==> src/rtl/div_issue_queue.sv <==
// Operand FIFO and issue controller in front of div_top: buffers (A,B) pairs,
// launches one division at a time, holds the result on a valid/ready port.
// Optional `DIV_ZERO_BYPASS_EN: zero divisors are answered locally and never reach div_top.
module div_issue_queue #(
  parameter int W     = 10,
  parameter int DEPTH = 4
) (
  input  logic                     clk,
  input  logic                     rst,
  input  logic                     in_valid,
  output logic                     in_ready,
  input  logic [W-1:0]             in_a,
  input  logic [W-1:0]             in_b,
  output logic                     div_start,
  output logic [W-1:0]             div_a,
  output logic [W-1:0]             div_b,
  input  logic                     div_busy,
  input  logic                     div_valid,
  input  logic [W-1:0]             div_q,
  input  logic                     div_ov,
  output logic                     out_valid,
  input  logic                     out_ready,
  output logic [W-1:0]             out_q,
  output logic                     out_ov,
  output logic [$clog2(DEPTH):0]   level
);

  localparam int AW = $clog2(DEPTH);
  localparam logic [AW:0] FULL_LVL = (AW+1)'(DEPTH);

  typedef enum logic [1:0] {IDLE, ISSUE, WAIT, HOLD} state_t;

  state_t        state, state_nxt;
  logic [W-1:0]  a_mem [DEPTH];
  logic [W-1:0]  b_mem [DEPTH];
  logic [AW-1:0] wr_ptr, rd_ptr;
  logic [W-1:0]  head_a, head_b;
  logic          push, pop, load, capture, bypass;

  assign head_a    = a_mem[rd_ptr];
  assign head_b    = b_mem[rd_ptr];
  assign in_ready  = (level != FULL_LVL);
  assign push      = in_valid & in_ready;
  // Head stays resident while the divider works; it leaves only once a result exists.
  assign pop       = capture | bypass;
  assign div_start = (state == ISSUE);
  assign out_valid = (state == HOLD);

  always_ff @(posedge clk) begin
    if (push) begin
      a_mem[wr_ptr] <= in_a;
      b_mem[wr_ptr] <= in_b;
    end
  end

  always_ff @(posedge clk or negedge rst) begin
    if (!rst) begin
      wr_ptr <= '0;
      rd_ptr <= '0;
      level  <= '0;
    end else begin
      if (push) wr_ptr <= wr_ptr + AW'(1);
      if (pop)  rd_ptr <= rd_ptr + AW'(1);
      case ({push, pop})
        2'b10:   level <= level + (AW+1)'(1);
        2'b01:   level <= level - (AW+1)'(1);
        default: level <= level;
      endcase
    end
  end

  always_ff @(posedge clk or negedge rst) begin
    if (!rst) state <= IDLE;
    else      state <= state_nxt;
  end

  always_comb begin
    state_nxt = state;
    load      = 1'b0;
    capture   = 1'b0;
    bypass    = 1'b0;
    case (state)
      IDLE: begin
        if (level != '0) begin
`ifdef DIV_ZERO_BYPASS_EN
          if (head_b == '0) begin
            bypass    = 1'b1;
            state_nxt = HOLD;
          end else
`endif
          if (!div_busy) begin
            load      = 1'b1;
            state_nxt = ISSUE;
          end
        end
      end
      ISSUE: state_nxt = WAIT;
      WAIT: begin
        if (div_valid) begin
          capture   = 1'b1;
          state_nxt = HOLD;
        end
      end
      HOLD:    if (out_ready) state_nxt = IDLE;
      default: state_nxt = IDLE;
    endcase
  end

  // Operands are held from load until the next load so div_top sees them stable.
  always_ff @(posedge clk or negedge rst) begin
    if (!rst) begin
      div_a  <= '0;
      div_b  <= '0;
      out_q  <= '0;
      out_ov <= 1'b0;
    end else begin
      if (load) begin
        div_a <= head_a;
        div_b <= head_b;
      end
      if (capture) begin
        out_q  <= div_q;
        out_ov <= div_ov;
      end else if (bypass) begin
        out_q  <= '1;
        out_ov <= 1'b1;
      end
    end
  end

endmodule
==> config.mk <==
export PLATFORM = sky130hd
export DESIGN_NAME = div_issue_queue
export DESIGN_NICKNAME = d
export VERILOG_FILES = /design/src/rtl/div_issue_queue.sv
export SDC_FILE = /design/constraint.sdc
export NUM_CORES = 1
export LEC_CHECK = 0
export ABC_AREA = 1
export CAP_MARGIN = 15
export CORE_MARGIN = 2
export CORE_UTILIZATION = 25
export DETAILED_ROUTE_END_ITERATION = 6
export PLACE_DENSITY = 0.54
export SETUP_SLACK_MARGIN = 0.15
export SLEW_MARGIN = 20
export SYNTH_ARGS = -nofsm -noshare
export SYNTH_HDL_FRONTEND = slang
export SYNTH_SLANG_ARGS = --single-unit
==> constraint.sdc <==
create_clock -name clk -period 2.8 [get_ports clk]
set_input_delay 0.42 -clock clk [delete_from_list [all_inputs] [get_ports clk]]
set_output_delay 0.42 -clock clk [all_outputs]
set_load 0.1 [all_outputs]
Yosys cells after proc, flatten, opt, wreduce, memory -nomap -nowiden
Memories as Yosys holds them, arrays and structs flattened. A register that Yosys moved wholly into a read port is not among the register bits.
Cells that the tools add are included.
- register bits after elaboration: 20
- latch bits: 0
- memory bits (writable): 80
- ROM bits: 0
- bits of input ports: 37
- output and inout port bits: 37
- word-level logic and storage cells: 42
- memories kept: 2
- add/sub/neg operators: 4
- $mul: 0
- div/mod/pow operators: 0
- order comparisons: 0
- equal/unequal tests: 10
- shifts and indexed selects: 0
- muxes and demuxes: 13
- bitwise operators: 1
- reduce and logical (&&, ||, !) cells: 6
- memories (memory ; depth ; width ; read ports ; clocked after memory_dff ; write ports ; line ; source):
    a_mem ; 4 ; 10 ; 1 ; 1 ; 1 ; 34 ; logic [W-1:0] a_mem [DEPTH];
    b_mem ; 4 ; 10 ; 1 ; 1 ; 1 ; 35 ; logic [W-1:0] b_mem [DEPTH];
- operators with widths (kind ; number):
    $mux 2 ; 4
    $pmux 2 s4 ; 1
    $mux 1 ; 7
    $eq 2x2->1 const B ; 3
    $ne 2x2->1 const B ; 3
    $pmux 3 s2 ; 1
    $add 2x1->2 const B ; 2
    $eq 2x1->1 const B ; 2
    $reduce_and 4->1 ; 1
    $add 3x1->3 const B ; 1
    $ne 3x3->1 const B ; 1
    $reduce_bool 3->1 ; 1
    $sub 3x1->3 const B ; 1
    $logic_not 1->1 ; 2
    $logic_not 2->1 ; 1
    $ne 2x1->1 const B ; 1
    $reduce_bool 2->1 ; 1
    $and 1x1->1 ; 1

Depth between registers and ports, before layout
Gate-level depths: netlist (run 1).
- depth in word-level cells: 4
- depth in mapped cells: 11
- depth with buffers taken out: 10

Least setup slack after synthesis (run 1)
Ideal clock, no wire load.
- kind: register -> register
- from: register level[1]
- to: memory a_mem[0][0], enable pin
- library setup time: 0.397 ns
- arrival time: 2.935 ns
- required time: 2.403 ns
- slack: -0.532 ns
- cell stages (with the launch flop): 5
- path buffers: 0
- clock period less this slack: 3.332 ns
- path through: dfrtp_1 > nor2_2 > nand2_1 > nand2_2 > nor2_1
- cells in the longest elaborated chain, start to end: 4
- RTL lines (element ; line ; source):
    from (decl) ; 25 ; output logic [$clog2(DEPTH):0] level
    from (signal assigned) ; 65 ; 2'b10: level <= level + (AW+1)'(1);
    from (signal assigned) ; 66 ; 2'b01: level <= level - (AW+1)'(1);
    from (signal assigned) ; 67 ; default: level <= level;
    $ne 3x3->1 ; 42 ; assign in_ready = (level != FULL_LVL);
    via in_ready ; 11 ; output logic in_ready,
    $and 1x1->1 ; 43 ; assign push = in_valid & in_ready;
    $mux 1 ; 50 ; if (push) begin
    $mux 1 (not written as such) ; 51 ; a_mem[wr_ptr] <= in_a;
    to (decl) ; 34 ;
The timed path passes the listed nets, and every way through them passes these cells.

Final worst setup path (run 1)
- from: register level[1]
- to: register level[2]
- cells in the longest elaborated chain, start to end: 4
- elaborated cells on any way between the ends: 8
- those cells by class: add/sub (2); eq/ne (3); mux (1); bitwise (1); reduce/logical (1)
- RTL lines (element ; line ; source):
    $ne 3x3->1 ; 42 ;
    $and 1x1->1 ; 43 ;
    $eq 2x1->1 or $eq 2x2->1 (tied branches) ; 64 ; case ({push, pop})
    $pmux 3 s2 or $reduce_bool 2->1 (tied branches) ; -- ;
Parallel ways exist; a longest one is shown, timed or not.
A chain may end at the register's enable or synchronous reset.

==> impl_metrics.py, run 1 <==
metrics = {
    "cts": {
        "cts_buffer_depth": 2,
        "cts_hold_buf": 0,
        "cts_num_sinks": 120,
        "postCtsResizedCells": 0,
        "h-tree-depth": 4,
        "cts_tree": "done",
        "clk_pin_slew_ps": 50,
        "clk_latency_ps": 420,
        "cts-root-buf": "clkbuf_16",
        "cts_made_buffers": 17,
        "postCtsSetupBuffers": 0,
    },
    "logic_synthesis": {
        "synth_largest_area_cell": "edfxtp_1",
        "synthTopCellsByArea": "edfxtp_1 (47%), dfrtp_1 (20%), nand2_1 (17%), inv_1 (4.2%), ha_1 (2.2%)",
        "synth_top_area_share_pct": 46.85,
        "syn_nets": 546,
        "yosys_warnings": 0,
        "synth_area_sq_um": 5127,
        "synth_seq_area_share_pct": 66.37,
        "post_synth.cell_area_avg_sq_um": 10.28,
        "synth_cell_types": 24,
        "syn_inst": 499,
        "ys_ff_latch": 120,
    },
    "placed_design": {
        "gp_congestion": 0.7782,
        "dp_cells": 833,
        "port_buffers": 73,
        "dp_hpwl_mm": 7.049,
        "post_dp_cell_area_sq_um": 6030,
    },
    "die": {
        "die-area_sq_um": 21670,
        "core_sq_um": 20170,
        "die_h_microns": 147.2,
        "initial_core_util_pct": 25.42,
        "dieWidth_microns": 147.2,
        "io_pins": 74,
        "row_count": 52,
    },
    "drt": {
        "drt-wirelength-per-cell_microns": 13.00,
        "drc": 0,
        "via_per_inst": 3.940,
        "drt_pass1_iterations": 5,
        "drt_iter0_markers": 181,
        "num_vias": 3408,
        "drtAntennaViolNets": 0,
        "drt_wl_total_mm": 11.25,
    },
    "sta": {
        "finalSetupTns_ps": 0,
        "tightestPinTransition_ps": 850.2,
        "finalSetupViolCount": 0,
        "slew_headroom_pct": 43.26,
        "fmax_mhz": 471.6,
        "fin_skew_ps": 16.57,
        "finalCritPeriodShare_pct": 75.74,
        "hold_violations": 0,
        "period_minus_slack_ps": 2121,
        "rsz0062_at_grt": "false",
        "slew_viol_final": 0,
    },
    "global_routing": {
        "grt-ovfl-total": 0,
        "grt_max_degree": 42,
        "grt_pass1_wl_mm": 18.54,
        "grt_util_all_layers_pct": 11.41,
        "grt_antenna_before_repair": 0,
        "grt_pass1_vias": 3523,
    },
    "cells_and_area": {
        "instances_no_fill": 865,
        "drive_gt1_share_pct": 17.31,
        "n_antenna_cell": 0,
        "mostFrequentLayoutCells": "nand2_1 (233), edfxtp_1 (80), inv_1 (58)",
        "final_area_sq_um": 6641,
        "nets": 629,
        "nFillCells": 2074,
        "areaGrowthSynthToFinish_pct": 29.53,
        "final_util_pct": 32.93,
        "layout.cells.most_common": "nand2_1",
    },
    "worst_setup_path": {
        "critPathLaunch": "level[1]",
        "criticalPathCategory": "reg2reg",
        "critPathMaxFanout": 8,
        "startpoint_type": "register",
        "cp.required_ps": 3130,
        "arrival_ps": 2450,
        "end_kind": "register",
        "r2r_start": "level[1]",
    },
    "worst_hold_path": {
        "hp-class": "in2async",
    },
    "run_status": {
        "status": "finished, final reports clean",
    },
    "flow_run": {
        "drv_cap": 0,
    },
}
-- cell type report --
| class | instances | area [sq um] | share of cell area (%) |
|---|---|---|---|
| Tap cell | 270 | 337.8 | 5.087 |
| Inverter | 60 | 232.7 | 3.504 |
| Clock buffer | 20 | 436.7 | 6.575 |
| Sequential cell | 120 | 3407 | 51.30 |
| Multi-Input combinational cell | 300 | 1344 | 20.23 |
| Timing Repair Buffer | 83 | 710.7 | 10.70 |
| Clock inverter | 12 | 172.7 | 2.600 |
-- worst max-delay path: stages (launching register included) --
cell	delay, ps
dfrtp_2	430
nor2_2	210
nand2_4	70
nand2_2	180
ha_1	180
inv_1	60
fa_1	370
or2_2	300
nand2_1	80
xor2_1	150
-- cell usage after synthesis --
master	count
nor2_1	9
inv_8	1
buf_4	7
nand4_1	2
dfrtp_1	40
nand2_1	234
nand3_2	1
buf_2	5
nor2_2	1
nand2_2	11
nand3_1	22
o21ai_0	1
xnor2_1	1
inv_1	58
nor2_4	1
buf_12	1
fa_1	1
xor2_1	3
ha_1	9
buf_6	6
inv_2	1
a21oi_1	2
or2_2	2
edfxtp_1	80
-- state kept, by name (all words and copies together), names as in the netlist --
register / flops
b_mem: 40
a_mem: 40
rd_ptr: 2
div_a: 10
state: 2
div_b: 10
out_ov: 1
out_q: 10
wr_ptr: 2
level: 3
-- path summary, 6_finish.rpt --
kind                       endpoint  depth (start not counted)  slack, ps
max                        level[2]                          9        680
min                        div_b[2]                          1          4
max reg2reg                level[2]                          9        680
min reg2reg                out_q[1]                          2        480
max in group asynchronous  level[2]                          1       2360
min in group clk           out_q[1]                          2        480
-- layer usage --
| metal | global-route usage, % | routed length [microns] |
|---|---|---|
| met5 | 0 | 0 |
| met4 | 4.423 | 85 |
| met3 | 4.068 | 561 |
| met2 | 18.62 | 5443 |
| met1 | 13.84 | 5160 |
-- kinds of logic after synthesis --
| group | synth area share (%) |
|---|---|
| AO/OA/AOI/OAI | 0.2927 |
| XOR/XNOR | 0.6834 |
| adder cells (fa/ha/maj) | 2.587 |
| buffers and inverters | 7.760 |
| flip-flops | 66.37 |
| AND/OR/NAND/NOR | 22.30 |
-- metrics by stage --
stage	worst slack [ps]	hold WS (ps)
2_1_floorplan	311.4	124.4
3_3_place_gp	558.6	464.3
3_5_place_dp	516.3	469.1
4_1_cts	668.9	193.4
5_1_grt	563.9	28.08
6_report	679.4	3.930
Power of run 1 is left out: the tool's default activity adds up to more than one toggle a clock period on the data nets, which glitch-free logic cannot reach.
==> run 2, diff against run 1 <==
clock period = 2.1 ns   (was 2.8 ns; I/O delays follow)
==> run 2 against run 1 <==
Compared with the run above: fmax increased by 14%; critical endpoint unchanged; sequential share of layout area decreased by 1.5 points; utilization increased by 1.0 points; global-route usage decreased by 0.57 points; final cell count increased by 0.69%; via count increased by 3.0%; first-iteration DRC count increased by 13%.
==> impl_metrics.py, run 2 (synthesis results as in run 1) <==
metrics = {
    "sta": {
        "tightestPinTransition_ps": 448.5,
        "fin_skew_ps": 8.082,
        "rsz0062_at_grt": "false",
        "hold_violations": 0,
        "finalSetupViolCount": 0,
        "slew_headroom_pct": 70.10,
        "slew_viol_final": 0,
        "fmax_mhz": 537.7,
        "period_minus_slack_ps": 1860,
        "finalCritPeriodShare_pct": 88.56,
    },
    "drt": {
        "drc": 0,
        "drt_pass1_iterations": 4,
        "via_per_inst": 4.030,
        "num_vias": 3510,
        "drt-wirelength-per-cell_microns": 12.92,
        "drt_wl_total_mm": 11.25,
        "drtAntennaViolNets": 0,
        "drt_iter0_markers": 205,
    },
    "cells_and_area": {
        "areaGrowthSynthToFinish_pct": 33.60,
        "mostFrequentLayoutCells": "nand2_1 (231), edfxtp_1 (80), inv_1 (55)",
        "nFillCells": 2011,
        "reg_top3": "a_mem: 40 flops, b_mem: 40 flops",
        "drive_gt1_share_pct": 19.30,
        "n_antenna_cell": 0,
        "final_util_pct": 33.96,
        "layout.cells.most_common": "nand2_1",
        "nets": 635,
    },
    "worst_setup_path": {
        "cp.required_ps": 2430,
        "criticalPathCategory": "reg2reg",
        "max_stage_delay_ps": 500,
        "arrival_ps": 2190,
        "end_kind": "register",
        "startpoint_type": "register",
        "crit_chain": "nor2_4, nand2_8, nand2_8, ha_4, inv_2, fa_2, or2_4, nand2_2, xor2_1",
        "cp_slowest_cell": "dfrtp_4",
        "critPathMaxFanout": 4,
        "cp_common_cell": "nand2_8",
    },
    "cts": {
        "clk_pin_slew_ps": 50,
        "clk_latency_ps": 410,
        "cts_tree": "done",
        "h-tree-depth": 4,
        "cts_made_buffers": 17,
        "cts_num_sinks": 120,
        "cts-root-buf": "clkbuf_16",
        "cts_buffer_depth": 2,
    },
    "die": {
        "io_pins": 74,
        "dieWidth_microns": 147.2,
        "initial_core_util_pct": 25.42,
        "row_count": 52,
        "die_h_microns": 147.2,
        "die-area_sq_um": 21670,
        "core_sq_um": 20170,
    },
    "placed_design": {
        "gp_congestion": 0.7267,
        "dp_hpwl_mm": 6.925,
        "port_buffers": 73,
    },
    "global_routing": {
        "grt_pass1_wl_mm": 17.93,
        "grt_util_met3_pct": 2.795,
        "top_usage_layer": "met2",
        "grt_pass1_vias": 3580,
        "grt_util_all_layers_pct": 10.84,
        "met2_usage_pct": 18.32,
        "grt_antenna_before_repair": 0,
        "grt-ovfl-total": 0,
        "grt_max_degree": 42,
        "grt_use_met1_pct": 12.42,
    },
    "worst_hold_path": {
        "hp-class": "in2async",
    },
    "run_status": {
        "status": "finished, final reports clean",
    },
    "flow_run": {
        "drv_cap": 0,
    },
}
==> run 2: cell count changes in the layout (fill, tap and decap cells not counted), moves of 2 or more <==
cell / before / now
nand2_8: 0 / 2
buf_12: 0 / 4
clkinv_2: 4 / 0
inv_6: 2 / 0
clkbuf_8: 0 / 2
nand2_1: 233 / 231
clkinv_4: 0 / 3
dfrtp_4: 0 / 2
inv_2: 1 / 4
dfrtp_2: 3 / 1
ha_1: 9 / 7
ha_4: 0 / 2
inv_1: 58 / 55
==> run 2: area by class of cell <==
cell class                      count  area (sq um)  share of cell area, %
Sequential cell                   120          3412                  49.81
Clock inverter                     11         195.2                  2.849
Clock buffer                       21         460.4                  6.721
Inverter                           60         232.7                  3.397
Timing Repair Buffer               89         805.8                  11.76
Multi-Input combinational cell    300          1406                  20.53
Tap cell                          270         337.8                  4.932
==> run 2: timing repair <==
action                                  4_1_cts  5_1_grt
setup buffers                                 0        2
endpoints found under the hold margin        16        0
hold buffers                                  1        0
gates resized for setup                       0        5
endpoints found under the setup margin        0        1
==> run 2: path summary, 6_finish.rpt <==
path | from | end | slack, ps | depth (start not counted)
setup reg to reg | level[1] | level[2] | 240 | 9
min in group clk | div_q[4] | out_q[4] | 450 | 3
hold / removal | rst | out_q[6] | 370 | 2
hold reg to reg | div_b[3] | div_b[3] | 480 | 2
max in group asynchronous | rst | div_a[6] | 1170 | 3
setup / recovery | level[1] | level[2] | 240 | 9
==> run 2: worst max-delay path, delay by kind of cell, from the launching register on <==
kind	cells	cell delay (ps)
XOR/XNOR	1	140
adder cells (fa/ha/maj)	2	470
buffers and inverters	1	50
flip-flops	1	500
AND/OR/NAND/NOR	5	630
==> run 2: per-layer routing <==
metal / part of all wire (%) / wire, microns / vias up
li1: - / - / 1731
met1: 43 / 4858 / 1668
met2: 50 / 5632 / 94
met3: 4.7 / 530 / 17
met4: 2.1 / 231 / 0
met5: 0 / 0 / -
==> run 2: per-stage QoR <==
step                      instance area, sq um  hold slack [ps]  instances  TNS (ps)  setup slack, ps
after floorplan                           5201            19.41        499    -84.42           -84.42
after global placement                    6155            271.8        836         0            72.98
after detailed placement                  6155            275.9        836         0            61.34
after CTS                                 6820            383.4        869         0            152.1
after global routing                      6850            421.6        871         0            160.3
final                                     6850            373.4        871         0            240.2
Power of run 2 is left out for the same reason.
